[src/rtl/des_key_pkg.sv]
// Shared definitions for the DES key-load controller: widths, default whitening
// constant, FSM encoding and the round-robin pick helper.
package des_key_pkg;

    localparam int unsigned KEY_W = 64;
    localparam int unsigned CNT_W = 4;

    localparam logic [KEY_W-1:0] DEFAULT_KEY_MASK = 64'hD5A0C370B049996E;

    localparam logic [CNT_W-1:0] CNT_ZERO = 4'd0;
    localparam logic [CNT_W-1:0] CNT_ONE  = 4'd1;

    typedef enum logic [1:0] {
        IDLE    = 2'd0,
        MASK    = 2'd1,
        PRESENT = 2'd2
    } state_e;

    // Returns the requester index to grant; only meaningful when at least one request is high.
    function automatic logic rr_pick(input logic req0, input logic req1, input logic ptr);
        logic sel;
        if (req0 && req1) begin
            sel = ptr;
        end else if (req1) begin
            sel = 1'b1;
        end else begin
            sel = 1'b0;
        end
        return sel;
    endfunction

endpackage

[src/rtl/key_mask_stage.sv]
// Registered XOR whitening stage: a [KEY_W:1] key in, a [KEY_W-1:0] masked key out.
// Bit i of the input lands on bit i-1 of the output; no reordering.
module key_mask_stage
    import des_key_pkg::*;
#(
    parameter logic [KEY_W-1:0] KEY_MASK = DEFAULT_KEY_MASK
) (
    input  logic             clk,
    input  logic             rst,
    input  logic             load_en,
    input  logic [KEY_W:1]   key_in,
    output logic [KEY_W-1:0] key_out
);

    logic [KEY_W-1:0] mask_d;
    logic [KEY_W-1:0] mask_q;

    always_comb begin
        mask_d = mask_q;
        if (load_en) begin
            mask_d = key_in ^ KEY_MASK;
        end else begin
            mask_d = mask_q;
        end
    end

    always_ff @(posedge clk or posedge rst) begin
        if (rst) begin
            mask_q <= {KEY_W{1'b0}};
        end else begin
            mask_q <= mask_d;
        end
    end

    assign key_out = mask_q;

endmodule

[src/rtl/des_key_load_ctrl.sv]
// DES key-load sequencer: round-robin arbitration of two key requesters, key capture,
// MASK_LAT-cycle whitening phase, then valid/ready presentation to the DES core.
module des_key_load_ctrl
    import des_key_pkg::*;
#(
    parameter logic [KEY_W-1:0] KEY_MASK = DEFAULT_KEY_MASK,
    parameter int unsigned      MASK_LAT = 2
) (
    input  logic             CLK,
    input  logic             RESET,
    input  logic             REQ0,
    input  logic [KEY_W:1]   KEY0,
    input  logic             REQ1,
    input  logic [KEY_W:1]   KEY1,
    output logic             ACK0,
    output logic             ACK1,
    output logic             BUSY,
    output logic [KEY_W-1:0] KEY_OUT,
    output logic             KEY_VALID,
    input  logic             KEY_READY,
    output logic             KEY_SRC
);

    localparam logic [CNT_W-1:0] CNT_INIT = CNT_W'(MASK_LAT - 1);

    state_e           state_d, state_q;
    logic [CNT_W-1:0] cnt_d, cnt_q;
    logic             rr_d, rr_q;
    logic [KEY_W:1]   key_d, key_q;
    logic             src_d, src_q;
    logic             ack0_d, ack0_q;
    logic             ack1_d, ack1_q;
    logic             valid_d, valid_q;
    logic             busy_d, busy_q;
    logic             mask_load_s;
    logic             grant_vld_s;
    logic             grant_sel_s;

    assign grant_vld_s = REQ0 | REQ1;
    assign grant_sel_s = rr_pick(REQ0, REQ1, rr_q);

    always_comb begin
        state_d     = state_q;
        cnt_d       = cnt_q;
        rr_d        = rr_q;
        key_d       = key_q;
        src_d       = src_q;
        ack0_d      = 1'b0;
        ack1_d      = 1'b0;
        valid_d     = valid_q;
        busy_d      = busy_q;
        mask_load_s = 1'b0;
        case (state_q)
            IDLE: begin
                if (grant_vld_s) begin
                    state_d = MASK;
                    cnt_d   = CNT_INIT;
                    key_d   = grant_sel_s ? KEY1 : KEY0;
                    src_d   = grant_sel_s;
                    ack0_d  = ~grant_sel_s;
                    ack1_d  = grant_sel_s;
                    rr_d    = ~grant_sel_s;
                    busy_d  = 1'b1;
                    valid_d = 1'b0;
                end else begin
                    busy_d  = 1'b0;
                    valid_d = 1'b0;
                end
            end
            MASK: begin
                // The counter starts at MASK_LAT-1, so this marks the first MASK edge.
                mask_load_s = (cnt_q == CNT_INIT);
                if (cnt_q == CNT_ZERO) begin
                    state_d = PRESENT;
                    valid_d = 1'b1;
                end else begin
                    cnt_d   = cnt_q - CNT_ONE;
                end
            end
            PRESENT: begin
                if (KEY_READY) begin
                    state_d = IDLE;
                    valid_d = 1'b0;
                    busy_d  = 1'b0;
                end else begin
                    valid_d = 1'b1;
                    busy_d  = 1'b1;
                end
            end
            default: begin
                state_d = IDLE;
                valid_d = 1'b0;
                busy_d  = 1'b0;
            end
        endcase
    end

    always_ff @(posedge CLK or posedge RESET) begin
        if (RESET) begin
            state_q <= IDLE;
            cnt_q   <= CNT_ZERO;
            rr_q    <= 1'b0;
            key_q   <= {KEY_W{1'b0}};
            src_q   <= 1'b0;
            ack0_q  <= 1'b0;
            ack1_q  <= 1'b0;
            valid_q <= 1'b0;
            busy_q  <= 1'b0;
        end else begin
            state_q <= state_d;
            cnt_q   <= cnt_d;
            rr_q    <= rr_d;
            key_q   <= key_d;
            src_q   <= src_d;
            ack0_q  <= ack0_d;
            ack1_q  <= ack1_d;
            valid_q <= valid_d;
            busy_q  <= busy_d;
        end
    end

    key_mask_stage #(
        .KEY_MASK (KEY_MASK)
    ) u_mask (
        .clk     (CLK),
        .rst     (RESET),
        .load_en (mask_load_s),
        .key_in  (key_q),
        .key_out (KEY_OUT)
    );

    assign ACK0      = ack0_q;
    assign ACK1      = ack1_q;
    assign BUSY      = busy_q;
    assign KEY_VALID = valid_q;
    assign KEY_SRC   = src_q;

endmodule
[config.mk]
export PLATFORM = sky130hd
export DESIGN_NAME = des_key_load_ctrl
export DESIGN_NICKNAME = d
export VERILOG_FILES = /design/src/rtl/des_key_pkg.sv /design/src/rtl/key_mask_stage.sv /design/src/rtl/des_key_load_ctrl.sv
export SDC_FILE = /design/constraint.sdc
export NUM_CORES = 1
export LEC_CHECK = 0
export BUFFER_PORTS_ARGS = -buffer_cell sky130_fd_sc_hd__clkbuf_2
export CAP_MARGIN = 20
export CORE_MARGIN = 3
export CORE_UTILIZATION = 40
export CTS_CLUSTER_SIZE = 40
export DETAILED_ROUTE_END_ITERATION = 8
export HOLD_SLACK_MARGIN = 0.12
export PLACE_DENSITY_LB_ADDON = 0.1
export RECOVER_POWER = 50
export SYNTH_ARGS = -nofsm -noshare
export SYNTH_HDL_FRONTEND = slang
export SYNTH_HIERARCHICAL = 1
export SYNTH_SLANG_ARGS = --single-unit
[constraint.sdc]
create_clock -name CLK -period 2.6 [get_ports CLK]
set_input_delay 0.39 -clock CLK [delete_from_list [all_inputs] [get_ports CLK]]
set_output_delay 0.39 -clock CLK [all_outputs]
set_load 0.02 [all_outputs]
==> impl_metrics.py, run 1 <==
metrics = {
    "timing": {
        "setup_viol": 0,
        "worst_slew_pin_slew_ns": 1.532,
        "relSlewSlack_pct": -2.243,
        "max_freq_mhz": 426.4,
        "skew_ns": 0.009743,
        "fin_crit_ns": 2.345,
        "fin_ws_ns": 0.2546,
        "rsz0062_at_grt": "false",
        "final_hold_viol_count": 0,
        "drv_slew": 36,
        "setup_tns_ns": 0,
        "finalCritPeriodShare_pct": 90.21,
    },
    "synthesis": {
        "synthesis.area_sq_mm": 0.006287,
        "synthCells": 603,
        "syn_area_per_cell_sq_um": 10.43,
        "synth_edf_count": 0,
        "synth_fp_nets": 743,
        "synth.distinct_cells": 37,
        "ys_ff_latch": 140,
        "synth_flop_cell": "dfrtp_1",
        "yosys_warnings": 6,
        "ys_seq_area_share_pct": 55.72,
        "synthArstFlopShare_pct": 100.0,
    },
    "detailed_routing": {
        "drc_errors": 0,
        "antenna_left": 0,
        "routed_wl_mm": 17.85,
        "num_vias": 5311,
        "firstDrtPassIters": 5,
        "wl_per_cell_um": 17.65,
        "viasPerCell": 5.253,
        "drt_iter0_markers": 271,
    },
    "cts": {
        "cts_htree_levels": 4,
        "clk_latency_ns": 0.42,
        "clock_sinks": 140,
        "cts_tree": "built",
        "path_clk_slew_ns": 0.06,
        "cts_made_buffers": 17,
        "cts_root_buffer": "clkbuf_16",
        "clock_path_buffers": 2,
    },
    "place": {
        "portBuffers": 201,
        "post-dp-hpwl_mm": 11.70,
        "gp_congestion": 0.7913,
        "place_ws_ns": 0.2626,
        "placed_cells": 979,
        "placed_area_sq_mm": 0.007430,
    },
    "critical_path": {
        "cp_data_required_time_ns": 2.90,
        "crit_type": "register to register",
        "worstPathMaxFanout": 25,
        "worstPathArrival_ns": 2.64,
        "startpoint_type": "register",
        "cp-end-kind": "register",
        "r2r_setup_slack_ns": 0.25,
    },
    "floorplan": {
        "die_y_um": 131.4,
        "initial_utilization_pct": 41.05,
        "io_pins": 202,
        "dieArea_sq_mm": 0.01726,
        "dieWidth_um": 131.4,
        "fp-row-count": 45,
        "core_area_sq_mm": 0.01531,
    },
    "grt": {
        "grt_pass1_wl_mm": 29.08,
        "grt_max_degree": 53,
        "grt_use_total_pct": 20.96,
        "grt_pass1_vias": 5506,
        "antenna_found_initial": 0,
        "grt_remaining_overflow": 0,
    },
    "layout": {
        "area_growth_pct": 25.49,
        "fin_area_sq_mm": 0.007890,
        "layout_commonest_cell": "dfrtp_1",
        "nets": 928,
        "finalNonFillerCells": 1011,
        "drive_above_1_share_pct": 27.38,
        "final_cell_mix": "140 x dfrtp_1, 131 x clkbuf_2, 82 x nor2_1, 81 x a21oi_1, 75 x clkbuf_1",
        "num_antenna_cells": 0,
    },
    "power": {
        "p_total_mw": 10.85,
        "leakagePower_nw": 3.469,
        "p_per_area_mw_per_mm2": 1375,
        "ir_worst_vdd_uv": 601.8,
    },
    "status": {
        "status": "finished, violations left",
        "violations": "capacitance limit, slew limit",
    },
    "run": {
        "maxCapViolCount": 1,
    },
    "worst_hold_path": {
        "min_path_type": "input port to register",
    },
}
-- synth_stat cells, types with 2 or more instances --
cell type / instances / area (sq um)
nand2b_1: 2 / 12.51
mux2i_1: 15 / 150.1
o21ai_1: 66 / 330.3
buf_6: 11 / 123.9
o32a_1: 2 / 20.02
a21oi_1: 81 / 405.4
mux2_2: 35 / 394.1
inv_1: 21 / 78.83
ha_1: 7 / 87.58
nor2b_1: 5 / 31.28
inv_2: 2 / 7.510
a21o_1: 2 / 15.01
dfrtp_1: 140 / 3503
nor2_1: 82 / 307.8
buf_4: 12 / 90.09
nor3b_2: 2 / 25.02
clkbuf_1: 18 / 67.56
buf_2: 11 / 55.05
nand2_1: 2 / 7.510
o21ai_0: 4 / 20.02
nor4b_1: 2 / 17.52
a31oi_1: 66 / 412.9
-- stage by stage --
| step | hold slack [ns] | utilization (%) |
|---|---|---|
| detailed placement | 0.4337 | 48.51 |
| floorplan | 0.4219 | - |
| global route | 0.1908 | 51.52 |
| CTS | 0.1920 | 52.18 |
| finish | 0.2077 | 51.52 |
| global placement | 0.4299 | 48.51 |
-- registers in the layout, indices dropped and copies added, names as in the netlist --
signal	flops
BUSY	1
rr_q	1
ACK0	1
u_mask/key_out	64
state_q	2
ACK1	1
key_q	64
cnt_q	4
KEY_VALID	1
KEY_SRC	1
-- worst paths after layout --
check	from	to	cells after the start
worst max-delay path	state_q[1]	u_mask/key_out[54]	6
min in group asynchronous	RESET	u_mask/key_out[19]	3
worst min register to register	key_q[4]	u_mask/key_out[3]	1
worst max register to register	state_q[1]	u_mask/key_out[54]	6
worst min-delay path	KEY0[49]	key_q[49]	3
max in group asynchronous	RESET	u_mask/key_out[53]	4
-- logic make-up (layout without fill, tap and decap cells) --
| logic type | after synthesis | after routing | share of synthesized area (%) |
|---|---|---|---|
| compound gates | 228 | 228 | 20.16 |
| flops | 140 | 140 | 55.72 |
| simple gates | 102 | 102 | 7.164 |
| buf+inv | 75 | 272 | 6.726 |
| mux | 51 | 51 | 8.836 |
| fa+ha+maj | 7 | 7 | 1.393 |
-- repair_timing --
item	in CTS	in global routing
setup endpoints to repair	0	0
buffers inserted	0	0
hold endpoints to repair	60	0
gates resized for setup	0	0
hold buffers	1	0
-- report_power, final --
part | leakage [nW] | switching [mW] | internal [mW] | total [mW]
Combinational | 1.59 | 2.87 | 1.76 | 4.63
Sequential | 1.61 | 0.620 | 3.31 | 3.93
Clock | 0.275 | 0.860 | 1.42 | 2.28
-- per-layer routing --
metal / up-vias / global-route usage, % / part of all wire [%]
met1: 2583 / 28.09 / 44
met3: 26 / 5.972 / 7.1
li1: 2506 / - / -
met2: 196 / 32.89 / 47
met4: 0 / 7.176 / 1.9
met5: - / 0 / 0
-- area by class of cell --
type                    instances  area [sq um]
clock buffers                  23         457.9
clock inverters                 8         93.84
fillers                      1491          7425
inverters                      23         86.33
multi-input cells             388          2386
flip-flops and latches        140          3503
well taps                     211         264.0
repair buffers                218          1099
-- critical path: stages (launching register included) --
cell	delay [ns]
dfrtp_1	0.40
inv_1	0.11
ha_1	0.38
inv_2	0.13
nor4b_2	0.44
buf_4	0.39
mux2_2	0.38
(Power assumes the default switching activity.)
==> inputs of run 2 (changes only) <==
--- a/config.mk
+++ b/config.mk
@@ -12,6 +12,7 @@
 export CTS_CLUSTER_SIZE = 40
 export DETAILED_ROUTE_END_ITERATION = 8
 export HOLD_SLACK_MARGIN = 0.12
+export MAX_ROUTING_LAYER = met4
 export PLACE_DENSITY_LB_ADDON = 0.1
 export RECOVER_POWER = 50
 export SYNTH_ARGS = -nofsm -noshare
==> impl_metrics.py, run 2 (synthesized netlist as in run 1, its figures left out) <==
metrics = {
    "grt": {
        "grt_remaining_overflow": 0,
        "antenna_found_initial": 0,
        "grt_pass1_wl_mm": 29.08,
        "grt_max_degree": 53,
        "grt_pass1_vias": 5507,
        "grt_use_total_pct": 21.54,
    },
    "cts": {
        "postCtsSetupRepairBufs": 0,
        "cts_root_buffer": "clkbuf_16",
        "cts_tree": "built",
        "clock_sinks": 140,
        "cts_made_buffers": 17,
        "clk_latency_ns": 0.42,
        "path_clk_slew_ns": 0.06,
        "clock_path_buffers": 2,
        "cts_htree_levels": 4,
    },
    "floorplan": {
        "io_pins": 202,
        "fp-row-count": 45,
        "die_y_um": 131.4,
        "dieArea_sq_mm": 0.01726,
        "initial_utilization_pct": 41.05,
        "dieWidth_um": 131.4,
        "core_area_sq_mm": 0.01531,
    },
    "critical_path": {
        "cp-end-kind": "register",
        "crit_family": "buffers and inverters",
        "cp_data_required_time_ns": 2.89,
        "critPathBufInv": 3,
        "crit_type": "register to register",
        "worstPathArrival_ns": 2.64,
        "worstPathMaxFanout": 25,
        "startpoint_type": "register",
        "cp_slowest_cell": "nor4b_2",
        "critical_path.cell_chain": "inv_1 -> ha_1 -> inv_2 -> nor4b_2 -> buf_4 -> mux2_2",
        "slowest_delay_ns": 0.44,
    },
    "layout": {
        "layout_commonest_cell": "dfrtp_1",
        "area_growth_pct": 25.49,
        "finalNonFillerCells": 1011,
        "drive_above_1_share_pct": 27.38,
        "nets": 928,
        "num_antenna_cells": 0,
        "register_area_sq_mm": 0.003503,
        "final_cell_mix": "140 x dfrtp_1, 131 x clkbuf_2, 82 x nor2_1, 81 x a21oi_1, 75 x clkbuf_1",
        "fill_cells": 1491,
        "multi_input_area_sq_mm": 0.002386,
    },
    "timing": {
        "setup_viol": 0,
        "max_freq_mhz": 426.9,
        "final_hold_viol_count": 0,
        "worst_slew_pin_slew_ns": 1.528,
        "skew_ns": 0.01092,
        "rsz0062_at_grt": "false",
        "fin_crit_ns": 2.342,
        "setup_tns_ns": 0,
        "finalCritPeriodShare_pct": 90.09,
        "drv_slew": 36,
        "relSlewSlack_pct": -1.952,
    },
    "status": {
        "violations": "capacitance limit, slew limit",
        "status": "finished, violations left",
    },
    "run": {
        "maxCapViolCount": 1,
    },
    "detailed_routing": {
        "drc_errors": 0,
        "drt_iter0_markers": 268,
        "viasPerCell": 5.240,
        "routed_wl_mm": 17.79,
        "num_vias": 5298,
        "wl_per_cell_um": 17.60,
        "firstDrtPassIters": 4,
        "antenna_left": 0,
    },
    "place": {
        "placed_cells": 979,
        "gp_congestion": 0.8025,
        "post-dp-hpwl_mm": 11.70,
        "portBuffers": 201,
    },
    "power": {
        "ir_worst_vdd_uv": 600.3,
        "p_per_area_mw_per_mm2": 1374,
        "leakagePower_nw": 3.469,
    },
    "worst_hold_path": {
        "min_path_type": "input port to register",
    },
}
## run 2: cell counts in the layout (fill, tap and decap cells not counted)
No cell type changed its count.
## run 2: worst paths after layout
| path | depth (start not counted) | startpoint | slack (ns) | endpoint |
|---|---|---|---|---|
| setup / recovery | 6 | state_q[1] | 0.26 | u_mask/key_out[54] |
| hold / removal | 3 | KEY0[49] | 0.21 | key_q[49] |
| setup reg to reg | 6 | state_q[1] | 0.26 | u_mask/key_out[54] |
| hold reg to reg | 1 | key_q[4] | 0.44 | u_mask/key_out[3] |
| max in group asynchronous | 4 | RESET | 0.54 | u_mask/key_out[32] |
| min in group asynchronous | 3 | RESET | 0.80 | u_mask/key_out[19] |
## run 2: per-layer routing
metal	up-vias	GRT usage [%]	wire length [um]
met5	-	-	0
met4	0	7.351	302
met3	24	5.436	1187
met2	190	32.86	8325
met1	2582	28.31	7978
li1	2502	-	-
## run 2: report_power, final
part	internal, mW	switching [mW]	total (mW)	leakage, nW
Sequential	3.31	0.620	3.93	1.61
Combinational	1.76	2.87	4.62	1.59
Clock	1.42	0.859	2.28	0.275
## run 2: layout make-up
cell class / count / area share [%]
Inverter: 23 / 1.094
Timing Repair Buffer: 218 / 13.92
Multi-Input combinational cell: 388 / 30.24
Sequential cell: 140 / 44.40
Tap cell: 211 / 3.346
Clock buffer: 23 / 5.804
Clock inverter: 8 / 1.189
## run 2: timing repair
action	CTS	global route
resized for setup	0	0
hold buffers	1	0
hold endpoints to repair	60	0
endpoints found under the setup margin	0	0
## run 2: worst register-to-register path: stages (launching register included)
cell and delay (ns):
dfrtp_1 0.40, inv_1 0.11, ha_1 0.38, inv_2 0.13, nor4b_2 0.44, buf_4 0.39
mux2_2 0.38
## run 2: stage by stage
stage | area (sq um) | util, % | total power, mW | hold slack [ns] | worst slack (ns)
after floorplan | 6287 | - | 7.351 | 0.4219 | 0.2717
after global placement | 7430 | 48.51 | 8.643 | 0.4299 | 0.3757
after CTS | 7991 | 52.18 | 11.10 | 0.1920 | 0.2640
after detailed placement | 7430 | 48.51 | 8.766 | 0.4337 | 0.2626
after global routing | 7890 | 51.52 | 11.61 | 0.1938 | 0.06494
final | 7890 | 51.52 | 10.84 | 0.2079 | 0.2576
==> inputs of run 3 (changes only) <==
--- a/config.mk
+++ b/config.mk
@@ -7,8 +7,8 @@
 export LEC_CHECK = 0
 export BUFFER_PORTS_ARGS = -buffer_cell sky130_fd_sc_hd__clkbuf_2
 export CAP_MARGIN = 20
-export CORE_MARGIN = 3
-export CORE_UTILIZATION = 40
+export CORE_MARGIN = 2
+export CORE_UTILIZATION = 51
 export CTS_CLUSTER_SIZE = 40
 export DETAILED_ROUTE_END_ITERATION = 8
 export HOLD_SLACK_MARGIN = 0.12
==> constraint.sdc (replaced) <==
create_clock -name CLK -period 2.6 [get_ports CLK]
set_input_delay 0.39 -clock CLK [delete_from_list [all_inputs] [get_ports CLK]]
set_output_delay 0.39 -clock CLK [all_outputs]
set_load 0.1 [all_outputs]
==> impl_metrics.py, run 3 (synthesized netlist as in run 1, its figures left out) <==
metrics = {
    "floorplan": {
        "fp-row-count": 40,
        "dieArea_sq_mm": 0.01323,
        "core_area_sq_mm": 0.01201,
        "die_y_um": 115.0,
        "io_pins": 202,
        "initial_utilization_pct": 52.34,
        "dieWidth_um": 115.0,
    },
    "cts": {
        "postCtsSetupRepairBufs": 0,
        "cts.hold.buffers_added": 1,
        "clk_latency_ns": 0.42,
        "cts_root_buffer": "clkbuf_16",
        "cts_resized": 0,
        "clock_sinks": 140,
        "cts_made_buffers": 17,
        "cts_tree": "built",
        "cts_htree_levels": 4,
        "clock_path_buffers": 2,
        "path_clk_slew_ns": 0.05,
    },
    "worst_hold_path": {
        "min_path_type": "input port to register",
        "hold_depth": 3,
    },
    "detailed_routing": {
        "drc_errors": 0,
        "routedLengthMet1_mm": 7.577,
        "viasPerCell": 5.759,
        "antenna_left": 0,
        "firstDrtPassIters": 5,
        "topRoutingLayerUsed": "met4",
        "dr_wl_met2_mm": 8.286,
        "wl_met3_mm": 1.197,
        "drt_iter0_markers": 436,
        "wl_per_cell_um": 18.16,
        "routed_wl_mm": 17.25,
        "num_vias": 5471,
    },
    "timing": {
        "relSlewSlack_pct": -3.046,
        "finalCritPeriodShare_pct": 85.65,
        "whs_ns": 0.2084,
        "setup_tns_ns": 0,
        "worst_slew_pin_slew_ns": 1.544,
        "skew_ns": 0.008100,
        "fin_ws_ns": 0.3730,
        "setup_viol": 0,
        "max_freq_mhz": 449.0,
        "drv_slew": 36,
        "rsz0062_at_grt": "false",
        "final_hold_viol_count": 0,
        "fin_crit_ns": 2.227,
    },
    "critical_path": {
        "reg2reg_depth": 4,
        "worstPathMaxFanout": 28,
        "cp-end-kind": "register",
        "cp_data_required_time_ns": 2.93,
        "crit_family": "simple AND/OR/NAND/NOR gates",
        "critPathBufInv": 1,
        "cp_slowest_cell": "nand2b_1",
        "cp.depth": 4,
        "crit_type": "register to register",
        "startpoint_type": "register",
        "worstPathArrival_ns": 2.56,
        "critical_path.cell_chain": "nand2b_1 -> buf_4 -> a31oi_1 -> a21oi_1",
        "slowest_delay_ns": 0.98,
    },
    "layout": {
        "finalNonFillerCells": 950,
        "area_growth_pct": 25.39,
        "multi_input_area_sq_mm": 0.002379,
        "layout_commonest_cell": "clkbuf_2",
        "fill_cells": 998,
        "register_area_sq_mm": 0.003503,
        "nets": 931,
        "drive_above_1_share_pct": 32.50,
        "final_cell_mix": "172 x clkbuf_2, 140 x dfrtp_1, 82 x nor2_1, 81 x a21oi_1",
        "num_antenna_cells": 0,
    },
    "grt": {
        "grt_remaining_overflow": 0,
        "grt_max_degree": 45,
        "grt_pass1_wl_mm": 27.27,
        "grt_pass1_vias": 5409,
        "grt_use_total_pct": 27.61,
        "antenna_found_initial": 0,
    },
    "place": {
        "gp_congestion": 0.8542,
        "portBuffers": 201,
        "post-dp-hpwl_mm": 11.37,
        "place_ws_ns": 0.5027,
        "placed_cells": 918,
    },
    "run": {
        "maxCapViolCount": 1,
    },
    "status": {
        "status": "finished, violations left",
        "violations": "capacitance limit, slew limit",
    },
}
## run 3: cell types whose count changed in the layout (fill, tap and decap cells not counted), sizes merged
| cell | before | now |
|---|---|---|
| clkinv | 6 | 5 |
| clkbuf | 225 | 227 |
| inv | 23 | 22 |
| buf | 15 | 17 |
| clkinvlp | 0 | 1 |
## run 3: tightest hold or removal path, delay by kind of cell
family                 cells  cell delay [ns]
buffers and inverters      1             0.08
AO/OA/AOI/OAI              2             0.12
## run 3: worst paths after layout
path,startpoint,to,slack (ns)
max,rr_q,key_q[43],0.37
min,KEY0[38],key_q[38],0.21
max reg2reg,rr_q,key_q[43],0.37
min reg2reg,key_q[54],u_mask/key_out[53],0.44
max in group asynchronous,RESET,cnt_q[1],0.65
min in group asynchronous,RESET,u_mask/key_out[63],0.79
## run 3: final cells by class
class                      instances  share of cell area (%)
timing repair buffer             221                   14.62
inverter                          23                   1.095
multi-input combinational        388                   30.17
clock buffer                      24                   6.237
tap                              147                   2.333
clock inverter                     7                   1.111
sequential                       140                   44.44
## run 3: through the flow
step           util [%]  area (sq um)
3_3_place_gp      61.17          7347
3_5_place_dp      61.17          7347
2_1_floorplan         -          6287
5_1_grt           65.64          7884
4_1_cts           66.07          7936
6_report          65.64          7884
## run 3: per-layer routing
layer  vias up  global-route usage (%)
li1       2516                       -
met1      2677                   36.60
met2       260                   42.94
met3        18                   5.219
met4         0                   9.639
met5         -                       -
Power of run 3 is left out: the tool's default activity adds up to more than one toggle a clock period on the data nets, which glitch-free logic cannot reach.
